<file path="src/rtl/dmem_access_ctrl_pkg.sv">
// Shared definitions for the MEM-stage data memory sequencer: state
// encoding, default widths and the wait counter width.
package dmem_access_ctrl_pkg;

   localparam int DEF_ADDR_W  = 32;
   localparam int DEF_DATA_W  = 32;
   localparam int DEF_TIMEOUT = 255;
   localparam int CNT_W       = 8;

   // 2'd3 is unused; the FSM treats it exactly like IDLE.
   typedef enum logic [1:0] {
      IDLE = 2'd0,
      WAIT = 2'd1,
      DONE = 2'd2
   } dmem_state_e;

   // A load takes priority when the decoder flags both a load and a store.
   function automatic logic is_write(input logic rd, input logic wr);
      return wr & ~rd;
   endfunction

endpackage

</file>
<file path="src/rtl/dmem_wait_timer.sv">
// Counts WAIT cycles of the current access and flags the cycle in which
// the access has to be abandoned because memory never acknowledged.
module dmem_wait_timer
   import dmem_access_ctrl_pkg::*;
#(
   parameter int TIMEOUT = DEF_TIMEOUT
) (
   input  logic clk,
   input  logic rst_n,
   input  logic clear,
   input  logic enable,
   output logic expire
);

   localparam logic [CNT_W-1:0] LAST = CNT_W'(TIMEOUT - 1);

   logic [CNT_W-1:0] count;

   // Wait counter: cleared when an access launches, advances every WAIT cycle.
   always_ff @(posedge clk or negedge rst_n) begin
      if (!rst_n) begin
         count <= '0;
      end else if (clear) begin
         count <= '0;
      end else if (enable) begin
         count <= count + CNT_W'(1);
      end
   end

   assign expire = (count == LAST);

endmodule

</file>
<file path="src/rtl/dmem_access_ctrl.sv">
// MEM-stage sequencer between the pipeline and a multi-cycle data memory.
// Launches one load/store per MEM instruction, holds the request until the
// memory acknowledges (or the wait budget runs out), captures load data and
// raises the memory-wait stall towards the hazard unit.
module dmem_access_ctrl
   import dmem_access_ctrl_pkg::*;
#(
   parameter int ADDR_W  = DEF_ADDR_W,
   parameter int DATA_W  = DEF_DATA_W,
   parameter int TIMEOUT = DEF_TIMEOUT
) (
   input  logic                clk,
   input  logic                rst_n,
   input  logic                mem_r,
   input  logic                mem_w,
   input  logic [ADDR_W-1:0]   addr_in,
   input  logic [DATA_W-1:0]   wdata_in,
   input  logic [DATA_W/8-1:0] wmask_in,
   output logic                stall_mem,
   output logic [DATA_W-1:0]   rdata_out,
   output logic                rdata_valid,
   output logic                bus_err,
   output logic                dm_req,
   output logic                dm_we,
   output logic [ADDR_W-1:0]   dm_addr,
   output logic [DATA_W-1:0]   dm_wdata,
   output logic [DATA_W/8-1:0] dm_wmask,
   input  logic                dm_ack,
   input  logic [DATA_W-1:0]   dm_rdata
);

   dmem_state_e state;
   dmem_state_e next_state;

   logic access;
   logic launch;
   logic ack_hit;
   logic timed_out;
   logic timer_en;
   logic expire;

   assign access = mem_r | mem_w;

   dmem_wait_timer #(
      .TIMEOUT (TIMEOUT)
   ) u_wait_timer (
      .clk    (clk),
      .rst_n  (rst_n),
      .clear  (launch),
      .enable (timer_en),
      .expire (expire)
   );

   // State register.
   always_ff @(posedge clk or negedge rst_n) begin
      if (!rst_n) begin
         state <= IDLE;
      end else begin
         state <= next_state;
      end
   end

   // Next-state logic; DONE always falls back to IDLE so the held MEM
   // instruction is never launched a second time.
   always_comb begin
      next_state = IDLE;
      case (state)
         WAIT:    next_state = (dm_ack || expire) ? DONE : WAIT;
         DONE:    next_state = IDLE;
         default: next_state = access ? WAIT : IDLE;
      endcase
   end

   // Output decode: stall request plus the strobes that steer the datapath.
   // Acknowledge beats timeout when both land in the same WAIT cycle.
   always_comb begin
      stall_mem = 1'b0;
      launch    = 1'b0;
      ack_hit   = 1'b0;
      timed_out = 1'b0;
      timer_en  = 1'b0;
      case (state)
         WAIT: begin
            stall_mem = 1'b1;
            timer_en  = 1'b1;
            ack_hit   = dm_ack;
            timed_out = expire & ~dm_ack;
         end
         DONE: begin
            stall_mem = 1'b0;
         end
         default: begin
            stall_mem = access & rst_n;
            launch    = access;
         end
      endcase
   end

   // Memory request, load data capture and the sticky timeout flag.
   always_ff @(posedge clk or negedge rst_n) begin
      if (!rst_n) begin
         dm_req      <= 1'b0;
         dm_we       <= 1'b0;
         dm_addr     <= '0;
         dm_wdata    <= '0;
         dm_wmask    <= '0;
         rdata_out   <= '0;
         rdata_valid <= 1'b0;
         bus_err     <= 1'b0;
      end else begin
         rdata_valid <= 1'b0;
         if (launch) begin
            dm_req   <= 1'b1;
            dm_we    <= is_write(mem_r, mem_w);
            dm_addr  <= addr_in;
            dm_wdata <= wdata_in;
            dm_wmask <= wmask_in;
         end else if (ack_hit) begin
            dm_req      <= 1'b0;
            rdata_valid <= ~dm_we;
            if (!dm_we) begin
               rdata_out <= dm_rdata;
            end
         end else if (timed_out) begin
            dm_req      <= 1'b0;
            bus_err     <= 1'b1;
            rdata_out   <= '0;
            rdata_valid <= ~dm_we;
         end
      end
   end

endmodule

</file>
<file path="config.mk">
export PLATFORM = sky130hd
export DESIGN_NAME = dmem_access_ctrl
export DESIGN_NICKNAME = d
export VERILOG_FILES = /design/src/rtl/dmem_access_ctrl_pkg.sv /design/src/rtl/dmem_wait_timer.sv /design/src/rtl/dmem_access_ctrl.sv
export SDC_FILE = /design/constraint.sdc
export NUM_CORES = 1
export LEC_CHECK = 0
export CAP_MARGIN = 0
export CORE_MARGIN = 3
export CORE_UTILIZATION = 45
export DETAILED_ROUTE_END_ITERATION = 10
export HOLD_SLACK_MARGIN = 0.06
export PLACE_DENSITY_LB_ADDON = 0.3
export SETUP_SLACK_MARGIN = 0.1
export SYNTH_ARGS = -nofsm -noshare
export SYNTH_HDL_FRONTEND = slang
export SYNTH_HIERARCHICAL = 1
export SYNTH_SLANG_ARGS = --single-unit
</file>
<file path="constraint.sdc">
create_clock -name clk -period 2.9 [get_ports clk]
set_input_delay 0.58 -clock clk [delete_from_list [all_inputs] [get_ports clk]]
set_output_delay 0.58 -clock clk [all_outputs]
set_load 0.02 [all_outputs]
</file>
==> results.rst <==
.. list-table::
   :header-rows: 1

   * - Metric
     - Value
   * - Row count
     - 36
   * - CP Launch Type
     - register
   * - Critical Path Max Stage Delay
     - approximately 0.40 ns
   * - P per Cell Area
     - about 1200 nW/um^2
   * - Unrepaired setup endpoints after global routing
     - no
   * - Required time of the worst setup path
     - around 2.3 ns
   * - Register area share after synthesis
     - 0.619
   * - Register-to-Register Path Depth
     - 6
   * - Final Skew
     - about 0.0070 ns
   * - Filler cells
     - about 660
   * - Number of hold violations in the final report
     - 0
   * - Vias per inst
     - ~5
   * - Origin of the critical flop-to-flop path
     - state[0]
   * - Max FO, Critical Path
     - 5
   * - CP Data Arrival Time
     - ~1.8 ns
   * - Final clock period utilization by the worst path
     - 0.813
   * - Drt first-iter violations
     - approximately 280
   * - Post-placement worst setup slack
     - 0.327 ns
   * - Post-DP HPWL
     - 8830 um
   * - Number of failing setup endpoints in the final timing report
     - 0
   * - Total I/O pin count
     - 210
   * - Setup repair bufs after CTS
     - 0
   * - Relative slew margins
     - 0.267
   * - Weighted congestion at the end of routability-driven global placement
     - roughly 0.8
   * - Largest net degree at the start of global routing
     - between 100 and 150
   * - Post-synthesis cell count
     - 498
   * - Primary flip-flop cell chosen by synthesis mapping
     - sky130_fd_sc_hd__dfrtp_1
   * - Area used by multi-input combinational logic
     - about 1500 um^2
   * - Number of buffers inserted during clock tree synthesis
     - 17
   * - Class of the tightest hold or removal check
     - input pin to asynchronous set/reset pin
   * - Routed length per placed instance
     - about 15 um
   * - Leakage
     - 0.00357 uW
   * - Die outline width
     - around 110 um
   * - Run status
     - completed
   * - Synthesized area divided by synthesized cell count
     - between 9 and 10 um^2
   * - Antenna diode instance count
     - 0
   * - Via count
     - approximately 4200
   * - Ratio of cells with drive above 1 in the final layout
     - 0.0628
   * - Count of warnings emitted by yosys
     - 6
   * - Total clock sinks
     - roughly 110
   * - Register-to-register path setup slack
     - approximately 0.73 ns
   * - Largest delay contributor family on the critical path
     - flip-flops
   * - Total number of H-tree levels
     - 4
   * - Async S/R FF share, synth
     - 1.00
   * - Die Footprint
     - around 11000 um^2
   * - First-pass GRT wire length
     - around 21000 um
   * - Count of TritonRoute iterations in the first routing pass
     - 4
   * - TritonCTS clock tree
     - done
   * - Endpoint of the worst-slack reg-to-reg timing path
     - rdata_out[7]
   * - Upper clock frequency limit
     - around 420 MHz
   * - Initial Utilization
     - 0.467
   * - IR drop worst, VDD
     - ~0.70 mV
   * - Critical Path Sink Type
     - primary output
   * - WP buf/inv
     - 2
   * - Seq cells post-synth
     - 114
   * - Antenna Violating Nets Remaining
     - 0
   * - Global routing usage summed across all routing layers
     - 0.232
   * - Gr ovfl total
     - 0
   * - Clock slew seen by the registers of the worst setup and hold paths
     - approximately 0.060 ns
   * - Number of maximum-capacitance violations
     - 0
   * - Top-area cell type share of the netlist area
     - 0.619
   * - End-of-flow core utilization
     - 0.752
   * - Biggest area contributors in the synthesized netlist
     - sky130_fd_sc_hd__dfrtp_1 62%, sky130_fd_sc_hd__nand2_1 17%, sky130_fd_sc_hd__o31ai_1 5.4%
   * - Synth-to-layout area growth
     - 61.1%
   * - Cell at the slowest stage of the critical path
     - sky130_fd_sc_hd__dfrtp_1
   * - Number of antenna violations at the first check in global routing
     - 0
   * - Total Wirelength
     - roughly 13000 um
   * - Number of global-route vias before repair
     - ~4200
   * - Post-synthesis cell type with the largest combined area
     - sky130_fd_sc_hd__dfrtp_1
   * - Slew of the pin with the lowest slew margin
     - ~1.1 ns
   * - Height of the die
     - between 100 and 150 um
   * - Number of buffers on the longest clock path
     - 2
   * - Synth Cell Area
     - approximately 4600 um^2
   * - Combined flip-flop and latch cell area
     - around 2900 um^2
   * - Worst-Skew Late Latency
     - about 0.50 ns
   * - Count of flip-flops with a built-in enable after synthesis
     - 0
   * - Synthesized Nets
     - 607
   * - Nets@finish
     - between 800 and 900
   * - Count of input and output buffers
     - about 210
   * - Area of the core region
     - ~10000 um^2
   * - Critical path class
     - register to primary output
   * - Shortest clock period the worst path allows after layout
     - approximately 2.4 ns
   * - DRC Markers
     - 0
   * - Number of unique standard cell types used by synthesis
     - 27
   * - Critical-path cell list
     - ha_2 -> o21ai_4 -> clkinv_2 -> nand2_1 -> o21ai_1 -> dlymetal6s2s_1
   * - Root Driver
     - sky130_fd_sc_hd__clkbuf_8
   * - Fin Setup TNS
     - 0 ns
   * - Fin. max-slew vios
     - 0
   * - Min setup slack post-route
     - between 0.5 and 0.6 ns
[cells by family (layout without fill, tap and decap cells)]
| logic type | Yosys count | after routing | share of synthesized area |
|---|---|---|---|
| flip-flops | 114 | 114 | 0.619 |
| buffers and inverters | 66 | 284 | 0.0554 |
| XOR/XNOR | 4 | 4 | 0.00760 |
| AND/OR/NAND/NOR | 232 | 232 | 0.201 |
| adder cells (fa/ha/maj) | 4 | 4 | 0.0109 |
| AO/OA/AOI/OAI | 78 | 78 | 0.106 |
[worst max path at each step]
stage	to	depth (start not counted)	slack, ns	startpoint
after floorplan	stall_mem	6	0.84	state[0]
after global placement	stall_mem	6	0.34	mem_w
after detailed placement	stall_mem	6	0.33	mem_r
after CTS	stall_mem	6	0.13	state[0]
after global routing	stall_mem	6	0.45	state[0]
final	stall_mem	6	0.54	state[0]
[state kept, by name (all words and copies together) (netlist names)]
register / count
bus_err: 1
dm_req: 1
u_wait_timer/count: 8
dm_wmask: 4
dm_wdata: 32
state: 2
dm_we: 1
dm_addr: 32
rdata_valid: 1
rdata_out: 32
[where the power goes]
| group | leakage [uW] | internal (uW) | switching (uW) |
|---|---|---|---|
| combinational | 0.00182 | 1830 | 2490 |
| sequential | 0.00145 | 2330 | 412 |
| clock | 0.000294 | 1420 | 737 |
| total | 0.00357 | 5580 | 3640 |
[through the flow]
stage | area (um^2) | total power [uW] | hold slack, ns | cells
after CTS | 7420 | 9290 | 0.308 | 849
after floorplan | 4610 | 5030 | 0.284 | 498
after global routing | 7420 | 9780 | 0.328 | 849
final | 7420 | 9210 | 0.296 | 849
after global placement | 6800 | 6940 | 0.457 | 817
after detailed placement | 6800 | 7090 | 0.461 | 817
[cells in the mapped netlist (all sizes together), types with 3 or more instances]
| cell | n |
|---|---|
| nand3 | 4 |
| o31ai | 33 |
| ha | 4 |
| or3 | 3 |
| o21ai | 38 |
| nand4 | 3 |
| nor2 | 8 |
| inv | 36 |
| clkbuf | 26 |
| nand2 | 209 |
| xor2 | 3 |
| dfrtp | 114 |
| buf | 4 |
| a21oi | 5 |
[cells in the final DEF (no fill, tap or decap), types with 2 or more instances in the layout]
cell	n
sky130_fd_sc_hd__clkdlybuf4s50_1	207
sky130_fd_sc_hd__clkbuf_8	2
sky130_fd_sc_hd__clkinv_2	4
sky130_fd_sc_hd__o21ai_1	33
sky130_fd_sc_hd__or3_1	3
sky130_fd_sc_hd__nand3_1	4
sky130_fd_sc_hd__inv_1	35
sky130_fd_sc_hd__dfrtp_1	114
sky130_fd_sc_hd__nand4_1	2
sky130_fd_sc_hd__nand2_1	209
sky130_fd_sc_hd__xor2_1	3
sky130_fd_sc_hd__o31ai_1	33
sky130_fd_sc_hd__buf_4	8
sky130_fd_sc_hd__clkinv_4	2
sky130_fd_sc_hd__o21ai_0	3
sky130_fd_sc_hd__bufinv_16	4
sky130_fd_sc_hd__clkinvlp_4	3
sky130_fd_sc_hd__ha_1	3
sky130_fd_sc_hd__a21oi_1	5
sky130_fd_sc_hd__nor2_1	8
sky130_fd_sc_hd__clkbuf_16	16
[layout make-up]
| type | instances | area share |
|---|---|---|
| flip-flops and latches | 114 | 0.384 |
| repair buffers | 216 | 0.289 |
| multi-input cells | 318 | 0.203 |
| clock buffers | 19 | 0.0582 |
| clock inverters | 13 | 0.0248 |
| well taps | 133 | 0.0224 |
| inverters | 36 | 0.0184 |
[what timing repair did]
| item | 4_1_cts | 5_1_grt |
|---|---|---|
| hold buffers | 0 | 0 |
| pin swaps | 0 | 0 |
| gates resized for setup | 1 | 1 |
| endpoints found under the setup margin | 1 | 1 |
[per-layer routing]
metal	share of wire	global-route usage	wire length, um	vias to the layer above
met4	0.024	0.0904	315	0
met5	0	0	0	-
met2	0.52	0.388	6770	161
met1	0.39	0.287	5140	2056
li1	-	-	-	1993
met3	0.061	0.0608	797	24
Note: power is estimated with default switching activity, not from simulation.
